[src/rtl/mtx_types.sv]
// Shared types for the matrix unit and its feeders: Q-format elements,
// operand layouts, VLIW opcodes and the operand loader's command/state enums.
package mtx_types;

  localparam int Q     = 23;
  localparam int INT   = 8;
  localparam int TOTAL = 1 + INT + Q;

  localparam int V = 4;
  localparam int R = 4;
  localparam int C = 4;

  typedef logic signed [TOTAL-1:0] qformat_t;
  typedef logic signed [2:0]       val3_t;

  typedef enum logic [2:0] {
    NOP   = 3'd0,
    LD_V0 = 3'd1,
    LD_V1 = 3'd2,
    LD_M0 = 3'd3,
    MVMUL = 3'd4,
    VADD  = 3'd5
  } op_t;

  typedef struct packed {
    qformat_t [V-1:0] elements;
  } vec_t;

  typedef struct packed {
    val3_t [R-1:0][C-1:0] elements;
  } mat_t;

  typedef struct packed {
    vec_t vec;
    mat_t mtx;
  } mv_t;

  typedef struct packed {
    op_t op1;
    op_t op2;
    op_t op3;
    op_t op4;
  } vliw_inst_t;

  typedef enum logic [1:0] {
    DEST_V0  = 2'd0,
    DEST_V1  = 2'd1,
    DEST_M0  = 2'd2,
    DEST_BAD = 2'd3
  } ld_dest_t;

  typedef enum logic [1:0] {
    LD_IDLE  = 2'd0,
    LD_FILL  = 2'd1,
    LD_ISSUE = 2'd2
  } ld_state_t;

  localparam vliw_inst_t NOP_BUNDLE = '{op1: NOP, op2: NOP, op3: NOP, op4: NOP};

  function automatic vliw_inst_t load_bundle(input ld_dest_t d);
    vliw_inst_t b;
    b = NOP_BUNDLE;
    case (d)
      DEST_V0: b.op1 = LD_V0;
      DEST_V1: b.op1 = LD_V1;
      DEST_M0: b.op1 = LD_M0;
      default: b.op1 = NOP;
    endcase
    return b;
  endfunction

endpackage

[src/rtl/mtx_operand_loader.sv]
// Packs a valid/ready element stream into a complete mv_t operand and issues
// it to the matrix unit as a single load bundle.
module mtx_operand_loader
  import mtx_types::*;
(
  input  logic       clk,
  input  logic       rst_n,
  input  logic       cmd_valid,
  output logic       cmd_ready,
  input  logic [1:0] cmd_dest,
  input  logic       s_valid,
  output logic       s_ready,
  input  qformat_t   s_data,
  output vliw_inst_t vliw_inst,
  output mv_t        mtx_in,
  output logic       issue,
  output logic       busy,
  output logic       err
);

  localparam int K_W   = $clog2(R*C + 1);
  localparam int ROW_W = $clog2(R);
  localparam int COL_W = $clog2(C);
  localparam int VEC_W = $clog2(V);

  ld_state_t        state, state_next;
  ld_dest_t         dest;
  logic [K_W-1:0]   k;
  logic [ROW_W-1:0] row;
  logic [COL_W-1:0] col;
  logic             last_elem;
  logic             accept_cmd;
  logic             accept_elem;
  logic             legal_cmd;

  assign cmd_ready   = (state == LD_IDLE);
  assign s_ready     = (state == LD_FILL);
  assign accept_cmd  = cmd_ready && cmd_valid;
  assign accept_elem = s_ready && s_valid;
  assign legal_cmd   = (cmd_dest != DEST_BAD);
  assign last_elem   = (dest == DEST_M0) ? (k == K_W'(R*C - 1)) : (k == K_W'(V - 1));

  // NOTE: state_next takes its default before the case so no path can infer a latch.
  always_comb begin
    state_next = state;
    case (state)
      LD_IDLE:  if (accept_cmd && legal_cmd) state_next = LD_FILL;
      LD_FILL:  if (accept_elem && last_elem) state_next = LD_ISSUE;
      LD_ISSUE: state_next = LD_IDLE;
      default:  state_next = LD_IDLE;
    endcase
  end

  // NOTE: every flop here uses non-blocking assignment so all state updates together at the edge.
  always_ff @(posedge clk or negedge rst_n) begin
    if (!rst_n) state <= LD_IDLE;
    else        state <= state_next;
  end

  // Outputs are registered from state_next so they line up with the ISSUE cycle.
  // NOTE: the assembly buffer doubles as mtx_in and must reset to '0, so it sits in the reset branch.
  always_ff @(posedge clk or negedge rst_n) begin
    if (!rst_n) begin
      dest      <= DEST_V0;
      k         <= '0;
      row       <= '0;
      col       <= '0;
      mtx_in    <= '0;
      err       <= 1'b0;
      issue     <= 1'b0;
      busy      <= 1'b0;
      vliw_inst <= NOP_BUNDLE;
    end else begin
      issue     <= (state_next == LD_ISSUE);
      busy      <= (state_next != LD_IDLE);
      vliw_inst <= (state_next == LD_ISSUE) ? load_bundle(dest) : NOP_BUNDLE;

      if (accept_cmd) begin
        if (legal_cmd) begin
          dest   <= ld_dest_t'(cmd_dest);
          k      <= '0;
          row    <= '0;
          col    <= '0;
          mtx_in <= '0;
        end else begin
          err <= 1'b1;
        end
      end else if (accept_elem) begin
        if (dest == DEST_M0)
          mtx_in.mtx.elements[row][col] <= val3_t'(s_data[$bits(val3_t)-1:0]);
        else
          mtx_in.vec.elements[k[VEC_W-1:0]] <= s_data;
        k <= k + 1'b1;
        // Row/column pair replaces k / C and k % C.
        if (col == COL_W'(C - 1)) begin
          col <= '0;
          row <= row + 1'b1;
        end else begin
          col <= col + 1'b1;
        end
      end
    end
  end

endmodule

[config.mk]
export PLATFORM = sky130hd
export DESIGN_NAME = mtx_operand_loader
export DESIGN_NICKNAME = d
export VERILOG_FILES = /design/src/rtl/mtx_types.sv /design/src/rtl/mtx_operand_loader.sv
export SDC_FILE = /design/constraint.sdc
export NUM_CORES = 1
export LEC_CHECK = 0
export ABC_AREA = 1
export CELL_PAD_IN_SITES_DETAIL_PLACEMENT = 1
export CELL_PAD_IN_SITES_GLOBAL_PLACEMENT = 1
export CORE_MARGIN = 10
export CORE_UTILIZATION = 36
export DETAILED_ROUTE_END_ITERATION = 7
export HOLD_SLACK_MARGIN = 0.02
export PLACE_DENSITY = 0.89
export SLEW_MARGIN = 20
export SYNTH_ARGS = -nofsm -noshare
export SYNTH_HDL_FRONTEND = slang
export SYNTH_SLANG_ARGS = --single-unit
export TNS_END_PERCENT = 20
[constraint.sdc]
create_clock -name clk -period 2.02 [get_ports clk]
set_input_delay 0.404 -clock clk [delete_from_list [all_inputs] [get_ports clk]]
set_output_delay 0.404 -clock clk [all_outputs]
set_load 0.05 [all_outputs]
* Yosys cells after proc, flatten, opt, wreduce, memory -nomap -nowiden *
Index checks and enable logic that the tools add are counted.

storage, ports and cells
  word-level logic and storage cells = 100
  register bits = 204
  output and inout bits = 193

operators by class
  equal/unequal tests = 10
  muxes and demuxes = 29
  bitwise logic cells = 1
  reduce and logical (&&, ||, !) cells = 19
  $add $sub $neg = 3
  $lt $le $gt $ge = 6

operators by type and width
  operator               number
  $mux W176              3
  $bwmux W128            1
  $mux W128              1
  $demux W32 S2          1
  $bwmux W48             1
  $mux W48               1
  $mux W32               1
  $demux W12 S2          1
  $mux W12               2
  $mux W2                9
  $mux W5                3
  $lt A2 B3 Y1 const B   3
  $reduce_and A3 Y1      3
  $reduce_bool A2 Y1     4
  $logic_and A1 B1 Y1    7
  $demux W3 S2           1
  $eq A2 B2 Y1 const B   3
  $ge A2 B1 Y1 const B   3
  $pmux W2 S3            1
  $reduce_and A2 Y1      3
  $add A5 B1 Y5 const B  1
  $eq A5 B2 Y1 const B   1
  $eq A5 B4 Y1 const B   1
  $add A2 B1 Y2 const B  2
  other kinds (8)        11

* Logic depth before layout (Yosys ltp) *
Gate-level depths: netlist (run 1).

  depth in word-level cells = 10
  depth in mapped cells = 9

* Worst setup path after synthesis (run 1) *
No wires, ideal clock.

  path kind = register -> register
  from = register state[1]
  to = register mtx_in[47] (netlist bit)
  stages on the path, launching flop included = 9
  period minus slack after synthesis = 1624 ps
  setup slack = 396 ps
  path buffers = 2
  data arrival time = 1506 ps
  required time = 1902 ps
  path through = dfrtp_1 > nor2_4 > nand2_4 > buf_6 > buf_6 > nand2_1 > nand3_1 > nand2_1 > nand2_1

on the way
  cells in the longest elaborated chain, start to end = 4
  elaborated cells between the ends (all ways) = 9
  classes of those cells = 2 x eq/ne; 1 x mux; 6 x reduce/logical

ends and longest elaborated chain
  element                                                              RTL line                  source
  start: declaration                                                   mtx_operand_loader.sv:26  ld_state_t state, state_next;
  start signal: assignment                                             mtx_operand_loader.sv:57  else state <= state_next;
  $logic_not A2 Y1 *                                                   mtx_operand_loader.sv:36  assign cmd_ready = (state == LD_IDLE);
  named net cmd_ready                                                  mtx_operand_loader.sv:9   output logic cmd_ready,
  $logic_and A1 B1 Y1 *                                                mtx_operand_loader.sv:38  assign accept_cmd = cmd_ready && cmd_valid;
  $ne A2 B1 Y1 (no source line) or $reduce_bool A2 Y1 (tied branches)  n/a
  $reduce_and A3 Y1 (no source line)                                   n/a
  end: declaration                                                     mtx_operand_loader.sv:15  output mv_t mtx_in,

The timed path passes the listed nets; every way through them passes the cells marked *.
A chain may end at the register's enable or synchronous reset.

* Worst setup path after layout (run 1) *
  from = register vliw_inst[10] (netlist bit)
  to = output port vliw_inst[10] (netlist bit)

RTL lines
  element                   RTL line                  source
  start: declaration        mtx_operand_loader.sv:14  output vliw_inst_t vliw_inst,
  start signal: assignment  mtx_operand_loader.sv:76  vliw_inst <= (state_next == LD_ISSUE) ? load_bundle(dest) : NOP_BUNDLE;

No word-level cell between the ends.

==> results of run 1 <==
==> flip-flops by register name, indices dropped and copies added, names as in the netlist <==
register   cells
mtx_in       176
vliw_inst      2
col            2
issue          1
row            2
dest           2
busy           1
state          2
k              5
err            1
==> metal layers <==
metal | GRT usage, % | share of wire, % | vias to the layer above
met4 | 6.36 | 2.1 | 0
met5 | 0 | 0 | -
met3 | 5.23 | 5.8 | 37
met2 | 35.5 | 50 | 259
li1 | - | - | 3651
met1 | 25.5 | 42 | 4120
==> worst max-delay path by stage <==
stage                   from             to  slack (ps)  cells after the start
2_1_floorplan       state[1]     mtx_in[47]         400                      8
4_1_cts           mtx_in[89]     mtx_in[89]         0.3                      1
3_5_place_dp       cmd_valid     mtx_in[24]         -20                      7
5_1_grt        vliw_inst[10]  vliw_inst[10]           8                      1
3_3_place_gp         s_valid    mtx_in[105]          90                      6
6_report       vliw_inst[10]  vliw_inst[10]          60                      1
==> area by class of cell <==
cell class	instances	area [µm²]	area share (%)
clock inverters	14	190	1.62
repair buffers	257	2490	21.2
clock buffers	18	429	3.66
well taps	319	399	3.40
multi-input cells	672	3220	27.4
flip-flops and latches	194	4850	41.4
inverters	39	148	1.26
==> power by group through the flow <==
stage | registers (W) | logic, W | clock network, W
finish | 0.00652 | 0.0131 | 0.00357
global route | 0.00670 | 0.0139 | 0.00383
CTS | 0.00652 | 0.0132 | 0.00364
detailed placement | 0.00660 | 0.0139 | 0
global placement | 0.00653 | 0.0135 | 0
floorplan | 0.0114 | 0.00385 | 0
==> synthesized netlist by cell type (2+ instances only) <==
cell type | n | area (µm²)
nor2_1 | 7 | 26.3
nand2_4 | 2 | 22.5
ha_1 | 14 | 175
a21oi_1 | 3 | 15.0
nand2_1 | 407 | 1530
buf_1 | 3 | 11.3
dfrtp_1 | 194 | 4850
clkbuf_1 | 14 | 52.6
o21ai_1 | 6 | 30.0
nand3_1 | 37 | 185
nor2_4 | 2 | 22.5
a21boi_0 | 3 | 22.5
inv_1 | 38 | 143
nand2_2 | 6 | 37.5
o21ai_0 | 4 | 20.0
nand4_1 | 168 | 1050
buf_2 | 42 | 210
buf_4 | 12 | 90.1
buf_6 | 17 | 191
==> repair_timing <==
| action | in CTS | in global routing |
|---|---|---|
| setup buffers | 0 | 0 |
| endpoints found under the setup margin | 144 | 11 |
| hold endpoints to repair | 43 | 0 |
| hold buffers | 1 | 0 |
| resized for setup | 144 | 11 |
==> logic make-up (layout without fill, tap and decap cells) <==
family | after synthesis | after routing | share of synthesized area [%]
AO/OA/AOI/OAI | 17 | 17 | 1.09
adder cells (fa/ha/maj) | 14 | 14 | 2.01
flip-flops | 194 | 194 | 55.6
buffers and inverters | 127 | 328 | 8.04
other | 1 | 10 | 0.0430
AND/OR/NAND/NOR | 631 | 631 | 33.2
==> stage by stage <==
stage	std cells	hold WS [ps]
3_3_place_gp	1480	400
6_report	1513	475
5_1_grt	1513	505
2_1_floorplan	993	108
3_5_place_dp	1480	402
4_1_cts	1513	479
==> results.ini, run 1 <==
[outcome]
status=finished, final reports clean

[sta]
final_hold_viol_count=0
finClkSkew_ps=14.0
slew_headroom_pct=63.2
setup_viol=0
fmax_mhz=511
min_period_over_period_pct=96.9
min_period_ps=1960
setup_slack_ps=61.8
rsz0062_at_grt=no
worstMarginPinSlew_ps=554
maxSlewViolCount=0
tns_ps=0

[synthesis]
synth_area_per_cell_um2=8.87
yosysWarnings=0
ys_ff_latch=194
synth_cell_types=24
synth_edf_count=0
async_flop_share_pct=100
synth_top_flop_cell=dfrtp_1
synth_area_um2=8730
netlist_instances=984
synth.yosys.seq_area_share_pct=55.6

[pwr]
power_w=0.0232
power.density_nw_per_um2=1970
p_int_w=0.0106
p_sw_share_pct=54.3
power.leakage_nw=6.82
pwr-share-seq_pct=28.2
clkPwrFrac_pct=15.4
combPwrFrac_pct=56.4
vdd_ir_drop_max_mv=0.818
p_switching_w=0.0126

[layout]
final_common_cell=nand2_1
final_cell_mix=407 x nand2_1, 194 x dfrtp_1, 168 x nand4_1, 144 x dlygate4sd2_1, 45 x buf_4
final_area_um2=11700
layout-drive-gt1-share_pct=9.46
final_nets=1233
fillers=2838
area.growth.synth_to_final_pct=34.4
final_core_util_pct=49.5
diodes=0

[grt]
grt_pass1_wl_um=51500
grt_pass1_vias=8722
gr-total-overflow=0
grt_use_total_pct=20.9
antenna_found_initial=0
grt_max_degree=86

[floorplan]
num_rows=56
dieArea_um2=30900
io_pins=231
die_w_um=176
core_um2=23700
die_y_um=176
initial_core_util_pct=36.9

[critical_path]
cp.arrival_ps=1550
reg2reg_depth=8
reg2reg_to=mtx_in[109]
endpoint_kind=primary output
crit_slowest_cell=clkdlybuf4s50_1
timing.rr.start=dest[0]
cp.required_ps=1620
r2r_slack_ps=190
path_cells=clkdlybuf4s50_1
critPathLaunchType=flip-flop
critical_path_class=flip-flop to primary output
worst-path-buf-inv=1
worst-path-max-fanout=1
critPathTopFamily=buffers and inverters
crit_path_max_incr_delay_ps=800

[route]
route.vias.total=8067
viasPerCell=5.33
drtIter0Drc=726
first_pass_iters=5
drc=0
totalWireLength_um=32300
drtAntennaViolNets=0
wl_per_cell_um=21.3

[clock_tree]
numCtsBuffers=17
clockBufferDepth=2
clock_sinks=194
cts_tree=yes
clkSlewWorstSetupHoldPaths_ps=70
htree_levels=4
clk_latency_ps=430
root_buffer=clkbuf_16

[placement]
routabilityCongestion=0.808
io_buffers=220
dp_slack_ps=-16.5
dpl-instance-area_um2=11300
dp_hpwl_um=22700

[hold_path]
hold_path.class=flip-flop to flip-flop
whs_path_depth=2
holdPathEnd=mtx_in[146]
min-delay-start=mtx_in[146]

[job]
drv_cap=0

Note: power is estimated with default switching activity, not from simulation.
==> run 2, diff against run 1 <==
Settings changed: CELL_PAD_IN_SITES_DETAIL_PLACEMENT 1 to unset, CELL_PAD_IN_SITES_GLOBAL_PLACEMENT 1 to unset, CORE_UTILIZATION 36 to 40, GPL_TIMING_DRIVEN set to 0, PLACE_DENSITY 0.89 to 0.77, TNS_END_PERCENT 20 to unset.
==> run 2 against run 1 <==
- combinational power is essentially flat
- die area shrank 8.9%
- global-route usage grew 0.18 points
==> results.ini, run 2 (synthesis gave the netlist of run 1 again) <==
[critical_path]
critical_path_class=flip-flop to primary output
endpoint_kind=primary output
crit_path_max_incr_delay_ps=810
reg2reg_depth=5
worst-path-max-fanout=1
r2r_slack_ps=90
worst-path-stages=1
cp.required_ps=1620
critPathLaunchType=flip-flop
critPathTopFamily=buffers and inverters
path_cells=clkdlybuf4s50_1
crit_slowest_cell=clkdlybuf4s50_1
cp.arrival_ps=1570
worst-path-buf-inv=1

[pwr]
vdd_ir_drop_max_mv=0.841
combPwrFrac_pct=56.4
power.leakage_nw=7.22
pwr-share-seq_pct=27.6
p_int_w=0.0107
clkPwrFrac_pct=16.0
power.density_nw_per_um2=1940
p_sw_share_pct=54.0
p_switching_w=0.0125

[placement]
dp_hpwl_um=22300
routabilityCongestion=0.862
io_buffers=220
placedCellCount=1490

[layout]
seq_area_um2=4850
diodes=0
fin_cells=1523
area.growth.synth_to_final_pct=36.5
top_register=mtx_in
layout-drive-gt1-share_pct=9.86
final_common_cell=nand2_1
final_nets=1287
fillers=1942
final_cell_mix=407 x nand2_1, 194 x dfrtp_1, 168 x nand4_1, 148 x dlygate4sd2_1, 42 x buf_2
multiInputGateArea_um2=3200
reg.largest.list=mtx_in: 176 flops, k: 5 flops
largest_reg_flops=176

[sta]
finClkSkew_ps=9.91
min_period_ps=1980
final_hold_viol_count=0
min_period_over_period_pct=97.9
fmax_mhz=506
tns_ps=0
worstMarginPinSlew_ps=604
maxSlewViolCount=0
slew_headroom_pct=59.7
rsz0062_at_grt=no
setup_viol=0

[floorplan]
num_rows=53
die_y_um=168
initial_core_util_pct=41.1
dieArea_um2=28100
core_um2=21200
die_w_um=168
io_pins=231

[clock_tree]
clockBufferDepth=2
cts_tree=yes
root_buffer=clkbuf_16
clock_sinks=194
htree_levels=4
post_cts_buffers=0
clkSlewWorstSetupHoldPaths_ps=80
clk_latency_ps=440
numCtsBuffers=17

[route]
viasPerCell=5.39
wl_per_cell_um=19.9
first_pass_iters=6
drc=0
totalWireLength_um=30300
route.vias.total=8206
drtAntennaViolNets=0
drtIter0Drc=840

[grt]
grt_max_degree=88
grt_pass1_wl_um=47600
gr-total-overflow=0
antenna_found_initial=0
grt_use_total_pct=21.1
grt_pass1_vias=8368

[outcome]
status=finished, final reports clean

[hold_path]
hold_path.class=input pin to asynchronous set/reset pin

[job]
drv_cap=0

-- run 2: cell type report --
class / count / share of cell area (%)
Multi-Input combinational cell: 672 / 26.9
Clock buffer: 17 / 3.57
Clock inverter: 15 / 1.86
Timing Repair Buffer: 223 / 18.1
Sequential cell: 194 / 40.8
Buffer: 88 / 4.71
Tap cell: 275 / 2.89
Inverter: 39 / 1.23
-- run 2: per-layer routing --
metal  up-vias  track usage [%]  wire length, µm
met5         -                0                0
met4         0             6.43              684
met3        50             5.97             2810
met2       396             34.9            14600
met1      3982             26.2            12200
li1       3778                -                -
-- run 2: final timing paths --
check | start | to
max | vliw_inst[9] | vliw_inst[9]
min | rst_n | mtx_in[166]
max reg2reg | k[0] | mtx_in[167]
min reg2reg | mtx_in[144] | mtx_in[144]
max in group asynchronous | rst_n | mtx_in[86]
min in group clk | mtx_in[144] | mtx_in[144]
-- run 2: repair_timing --
item	CTS	global route
hold endpoints to repair	21	0
setup endpoints to repair	150	43
hold buffers	1	0
resized for setup	154	36
-- run 2: power by group through the flow --
stage / clock, W / combinational, W / sequential [W]
final: 0.00371 / 0.0131 / 0.00638
after global routing: 0.00393 / 0.0139 / 0.00657
after CTS: 0.00374 / 0.0131 / 0.00639
after detailed placement: 0 / 0.0139 / 0.00648
after global placement: 0 / 0.0137 / 0.00645
after floorplan: 0 / 0.00385 / 0.0114
-- run 2: through the flow --
step	area, µm²	total power (W)	util (%)	worst slack, ps	hold WS [ps]
floorplan	8760	0.0153	-	396	108
global placement	11300	0.0201	53.3	-7490	454
detailed placement	11400	0.0204	53.6	-55.3	260
CTS	11800	0.0232	55.8	0.371	390
global route	11900	0.0244	56.1	1.15	408
finish	11900	0.0232	56.1	43.2	391
